File: src/rtl/lc_isa_pkg.sv
// Shared ISA definitions for the 16-bit teaching processor: opcodes,
// instruction field positions, sequencer FSM states and datapath width.
package lc_isa_pkg;

    localparam int WIDTH = 16;
    localparam int NREGS = 8;

    localparam logic [2:0] OP_MV  = 3'b000;
    localparam logic [2:0] OP_MVI = 3'b001;
    localparam logic [2:0] OP_ADD = 3'b010;
    localparam logic [2:0] OP_SUB = 3'b011;
    localparam logic [2:0] OP_OR  = 3'b100;
    localparam logic [2:0] OP_SLT = 3'b101;
    localparam logic [2:0] OP_SLL = 3'b110;
    localparam logic [2:0] OP_SLR = 3'b111;

    // Instruction word layout: [8:6]=III, [5:3]=XXX, [2:0]=YYY
    localparam int IR_W    = 9;
    localparam int OP_HI   = 8;
    localparam int OP_LO   = 6;
    localparam int X_HI    = 5;
    localparam int X_LO    = 3;
    localparam int Y_HI    = 2;
    localparam int Y_LO    = 0;

    typedef enum logic [1:0] {
        ST_IDLE = 2'd0,
        ST_IMM  = 2'd1,
        ST_EXEC = 2'd2,
        ST_DONE = 2'd3
    } seq_state_e;

    // Opcodes whose result comes from the external ALU.
    function automatic logic is_alu_op(input logic [2:0] op);
        return (op != OP_MV) && (op != OP_MVI);
    endfunction

endpackage

File: src/rtl/register_bank.sv
// Register file: one synchronous write port, two combinational read ports
// and a debug read port; synchronous clear on reset.
module register_bank
    import lc_isa_pkg::*;
#(
    parameter int NREGS = 8,
    parameter int WIDTH = 16,
    parameter int AW    = $clog2(NREGS)
) (
    input  logic             clock,
    input  logic             reset,
    input  logic             i_we,
    input  logic [AW-1:0]    i_waddr,
    input  logic [WIDTH-1:0] i_wdata,
    input  logic [AW-1:0]    i_raddr_x,
    input  logic [AW-1:0]    i_raddr_y,
    input  logic [AW-1:0]    i_dbg_sel,
    output logic [WIDTH-1:0] o_rdata_x,
    output logic [WIDTH-1:0] o_rdata_y,
    output logic [WIDTH-1:0] o_dbg_data
);

    logic [WIDTH-1:0] r_regs [NREGS];

    // Reset has priority so a write requested in the reset cycle never commits.
    always_ff @(posedge clock) begin
        if (reset) begin
            for (int i = 0; i < NREGS; i++) begin
                r_regs[i] <= '0;
            end
        end else if (i_we) begin
            r_regs[i_waddr] <= i_wdata;
        end
    end

    always_comb begin
        o_rdata_x  = r_regs[i_raddr_x];
        o_rdata_y  = r_regs[i_raddr_y];
        o_dbg_data = r_regs[i_dbg_sel];
    end

endmodule

File: src/rtl/alu_sequencer.sv
// Multi-cycle instruction sequencer: accepts IIIXXXYYY words (plus an
// immediate for mvi), drives the external ALU and writes results back to rX.
module alu_sequencer
    import lc_isa_pkg::*;
#(
    parameter int NREGS = lc_isa_pkg::NREGS,
    parameter int WIDTH = lc_isa_pkg::WIDTH
) (
    input  logic             clock,
    input  logic             reset,
    input  logic             run,
    input  logic [15:0]      din,
    output logic             instr_ready,
    output logic             done,
    output logic             overflow,
    output logic [2:0]       alu_op_code,
    output logic [WIDTH-1:0] alu_a,
    output logic [WIDTH-1:0] alu_b,
    input  logic [WIDTH-1:0] alu_s,
    input  logic             alu_wrap,
    input  logic [2:0]       dbg_sel,
    output logic [WIDTH-1:0] dbg_data
);

    // Handshake: a word on din is consumed at a rising edge where run and
    // instr_ready are both high; run in any other state is simply ignored.

    seq_state_e        r_state;
    seq_state_e        w_next_state;
    logic [IR_W-1:0]   r_ir;
    logic              r_overflow;

    logic [2:0]        w_op;
    logic [2:0]        w_x;
    logic [2:0]        w_y;
    logic              w_accept;
    logic              w_we;
    logic [WIDTH-1:0]  w_wdata;
    logic              w_ovf_we;
    logic [WIDTH-1:0]  w_rdata_x;
    logic [WIDTH-1:0]  w_rdata_y;

    assign w_op     = r_ir[OP_HI:OP_LO];
    assign w_x      = r_ir[X_HI:X_LO];
    assign w_y      = r_ir[Y_HI:Y_LO];
    assign w_accept = run & instr_ready;
    assign overflow = r_overflow;

    register_bank #(
        .NREGS (NREGS),
        .WIDTH (WIDTH),
        .AW    (3)
    ) u_rb (
        .clock      (clock),
        .reset      (reset),
        .i_we       (w_we),
        .i_waddr    (w_x),
        .i_wdata    (w_wdata),
        .i_raddr_x  (w_x),
        .i_raddr_y  (w_y),
        .i_dbg_sel  (dbg_sel),
        .o_rdata_x  (w_rdata_x),
        .o_rdata_y  (w_rdata_y),
        .o_dbg_data (dbg_data)
    );

    always_ff @(posedge clock) begin
        if (reset) begin
            r_state    <= ST_IDLE;
            r_ir       <= '0;
            r_overflow <= 1'b0;
        end else begin
            r_state <= w_next_state;
            if (r_state == ST_IDLE && w_accept) begin
                r_ir <= din[IR_W-1:0];
            end
            if (w_ovf_we) begin
                r_overflow <= alu_wrap;
            end
        end
    end

    always_comb begin
        w_next_state = r_state;
        instr_ready  = 1'b0;
        done         = 1'b0;
        w_we         = 1'b0;
        w_wdata      = '0;
        w_ovf_we     = 1'b0;
        alu_op_code  = OP_MV;
        alu_a        = '0;
        alu_b        = '0;
        case (r_state)
            ST_IDLE: begin
                instr_ready = 1'b1;
                if (w_accept) begin
                    w_next_state = (din[OP_HI:OP_LO] == OP_MVI) ? ST_IMM : ST_EXEC;
                end
            end
            ST_IMM: begin
                instr_ready = 1'b1;
                if (w_accept) begin
                    w_we         = 1'b1;
                    w_wdata      = din;
                    w_next_state = ST_DONE;
                end
            end
            ST_EXEC: begin
                // Operands are read combinationally before the write edge, so X==Y is safe.
                if (w_op == OP_MV) begin
                    w_we    = 1'b1;
                    w_wdata = w_rdata_y;
                end else if (is_alu_op(w_op)) begin
                    alu_op_code = w_op;
                    alu_a       = w_rdata_y;
                    alu_b       = w_rdata_x;
                    w_we        = 1'b1;
                    w_wdata     = alu_s;
                    w_ovf_we    = (w_op == OP_ADD) || (w_op == OP_SUB);
                end
                w_next_state = ST_DONE;
            end
            ST_DONE: begin
                done         = 1'b1;
                w_next_state = ST_IDLE;
            end
            default: w_next_state = ST_IDLE;
        endcase
    end

endmodule

File: config.mk
export PLATFORM = sky130hd
export DESIGN_NAME = alu_sequencer
export DESIGN_NICKNAME = d
export VERILOG_FILES = /design/src/rtl/lc_isa_pkg.sv /design/src/rtl/register_bank.sv /design/src/rtl/alu_sequencer.sv
export SDC_FILE = /design/constraint.sdc
export NUM_CORES = 1
export LEC_CHECK = 0
export ABC_AREA = 1
export BUFFER_PORTS_ARGS = -buffer_cell sky130_fd_sc_hd__buf_2
export CAP_MARGIN = 20
export CORE_MARGIN = 5
export CORE_UTILIZATION = 35
export CTS_BUF_LIST = sky130_fd_sc_hd__clkbuf_4 sky130_fd_sc_hd__clkbuf_8
export DETAILED_ROUTE_END_ITERATION = 16
export GPL_TIMING_DRIVEN = 0
export PLACE_DENSITY = 0.53
export SLEW_MARGIN = 0
export SYNTH_ARGS = -nofsm -noshare
export SYNTH_HDL_FRONTEND = slang
export SYNTH_SLANG_ARGS = --single-unit
File: constraint.sdc
create_clock -name clock -period 2.9 [get_ports clock]
set_input_delay 0.145 -clock clock [delete_from_list [all_inputs] [get_ports clock]]
set_output_delay 0.145 -clock clock [all_outputs]
set_load 0.01 [all_outputs]
==> results.md <==
- Outcome: completed
- Core ar.: around 0.027 sq mm
- Worst setup EP type: primary output
- P_int: 4.169 mW
- Non-Filler Instances: roughly 1800
- Max incr delay on CP: 520 ps
- IO Port Bufs: ~90
- Fill cells: 2861
- Largest family of logic cells by synthesized area: simple AND/OR/NAND/NOR gates
- Post-synthesis compound-gate area fraction: 0.1808
- Clock transition at the registers of the reported paths: 90 ps
- Via count: around 9800
- Total track usage: 0.2707
- Startpoint Class: register
- Initial antenna violation count: 1
- Worst skew pair latency: 480 ps
- Antenna diodes: 0
- Synth-to-layout area growth: 14.78%
- Syn Nets: between 1000 and 1500
- Tightest Hold Check Type: in -> reg
- Initial core utilization: 0.3526
- Commonest cells post-synth: nand2_1, nor2_1, o21ai_0
- Switch share: 0.4866
- Remaining antenna violation count: 0
- Gr ovfl total: 0
- RSZ-0062 raised after global routing: no
- GPL Wtd Cong: 0.9992
- Design area: between 0.01 and 0.015 sq mm
- Sequence of cells on the critical path: buf_2 > inv_1 > buf_2 > buf_1 > o21ai_0 > a31oi_1 > buf_2
- Largest cells by area after synthesis: edfxtp_1, nand2_1, o21ai_0
- Period utilization: 0.9781
- Die ar.: 0.03031 sq mm
- Final Hold Viols: 0
- Longest Clk Path Bufs: 2
- First-pass GRT wire length: 60.69 mm
- Post-synth EDFFs: 128
- Share of synthesized flip-flops with an asynchronous set or reset: 0
- CP max FO: 10
- Post-synth top area share: 0.4079
- CP most frequent cell: buf_2
- Post-Synth XOR/XNOR Area: 0
- Flop pwr share: 0.318
- Delay-heaviest family, CP: buffers and inverters
- Most frequent cell after synthesis: nand2_1
- Cell area after synthesis: around 0.0094 sq mm
- Vias per cell: 5.539
- Die width: approximately 170 microns
- Worst EP arrival: between 2000 and 3000 ps
- Synth warn: 0
- Drt pass-1 iters: 6
- Adder-cell share of the synthesized area: 0.005311
- Total power: 8.120 mW
- Fin nets: 1455
- Distinct cell type count after synthesis: 29
- Area after DPL: 0.01031 sq mm
- Kind of critical path: reg -> out
- Register area share after synthesis: 0.4461
- CP max stage cell: buf_1
- Cells after DPL: 1722
- Yosys top cell by area: edfxtp_1
- Placed wire-length estimate: about 32 mm
- # rows: 60
- Top_reg_cell synth: edfxtp_1
- Leakage: 4.490 nW
- Level count of the clock H-tree: 4
- Worst-margin pin slew: 969.3 ps
- Post-Synth Simple-Gate Area: 0.2674
- Multiplexer share of the synthesized area: 0
- Buf+Inv Stages, Crit Path: 5
- Root Driver: clkbuf_8
- I/O pin count: 93
- Die height: 174.1 microns
- Largest net degree at the start of global routing: 17
- Total wire length: around 42 mm
- Final setup violation count: 0
- Max-slew violations: 0
- Initial DRC Count: 1196
- Clock share of power: 0.196
- Accumulated negative setup slack: 0 ps
- CP Data Required Time: 2760 ps
- Post-Syn Instances: 1290
- Yosys reg bits: ~150
- Routed WL per cell: 23.70 microns
- Slew HR: 0.3538
- Max Clock Skew: 20.21 ps
- # DRC: 0
- Num CTS Buffers: 17
- Fraction of layout cells with a size suffix above 1: 0.1446
- Combinational power share: 0.486
- Switching power: around 4 mW
- Peak supply drop: 0.0004461 V
- Pwr Density: 750.7 mW/mm^2
- Vias in the first global route: 9547
- CTS Sinks: 146
- Final core utilization: 0.4047
- Max Cap Viol: 0
- Final min period: 2837 ps
- Fmax: around 350 MHz
- Syn Area/Cell: 7.305 sq um
- CTS tree: done
kinds of logic after synthesis:
group	after synthesis
DFF	146
AOI/OAI and AO/OA	328
adders and majority gates	4
and+or+nand+nor	593
buffers and inverters	219
cell type report:
type                       instances  area (sq um)  share of cell area
buffer                            87         454.2             0.04199
clock buffer                      18         241.5             0.02233
clock inverter                    14         130.1             0.01203
inverter                         132         495.5             0.04581
multi-input combinational        925          4294              0.3970
sequential                       146          4204              0.3887
tap                              341         426.7             0.03944
timing repair buffer             103         570.5             0.05275
power groups by stage:
stage	sequential, mW	clock (mW)	combinational, mW
after floorplan	2.58	0	2.33
after global placement	2.63	0	3.76
after detailed placement	2.63	0	3.78
after CTS	2.58	1.60	3.81
after global routing	2.60	1.69	4.23
final	2.58	1.59	3.95
state kept, by name, summed over array words and instances (netlist names), named ones only:
signal       count
r_ir             9
u_rb.r_regs    128
overflow         1
r_state          2
per-stage QoR:
| stage | worst slack [ps] | hold WS [ps] |
|---|---|---|
| floorplan | 582.6 | 214.1 |
| global placement | -63.37 | 379.0 |
| detailed placement | -95.13 | 377.6 |
| CTS | 20.27 | 32.99 |
| global route | 1.163 | 67.47 |
| finish | 63.37 | 50.38 |
worst min-delay path, cell delays in order:
cell and delay (ps):
buf_2 100, o21ai_0 90, a21oi_1 150
repair_timing:
item | in CTS | in global routing
endpoints found under the setup margin | 112 | 28
pin swaps | 0 | 1
buffers inserted | 0 | 2
resized for setup | 7 | 8
endpoints found under the hold margin | 12 | 0
hold buffers | 10 | 0
final timing paths:
kind / start / endpoint / slack [ps] / depth (start not counted)
worst min-delay path: din[3] / r_ir[3] / 50 / 3
worst min register to register: overflow / overflow / 490 / 2
worst max register to register: register / u_rb.r_regs[7][9] / 80 / 9
worst max-delay path: register / alu_b[3] / 60 / 7
metal layers:
metal,track usage,up-vias,share of wire
met5,0,-,0.00017
met4,0.1082,2,0.039
met2,0.4327,573,0.46
met3,0.06003,88,0.094
met1,0.3578,4595,0.41
li1,-,4524,-
layout by cell type, fill, tap and decap left out, types with 9 or more instances in the layout:
cell type	netlist	routed
nand3_1	99	99
buf_2	21	112
buf_6	11	11
nand2_2	6	14
clkbuf_1	45	41
a31oi_1	32	32
dlygate4sd3_1	0	10
o21ai_0	153	153
nand2_1	269	261
nor2_1	195	195
clkbuf_8	0	17
inv_1	124	124
a21oi_1	136	136
edfxtp_1	128	128
nor2_2	9	9
dfxtp_1	18	18
(Power assumes the default switching activity.)
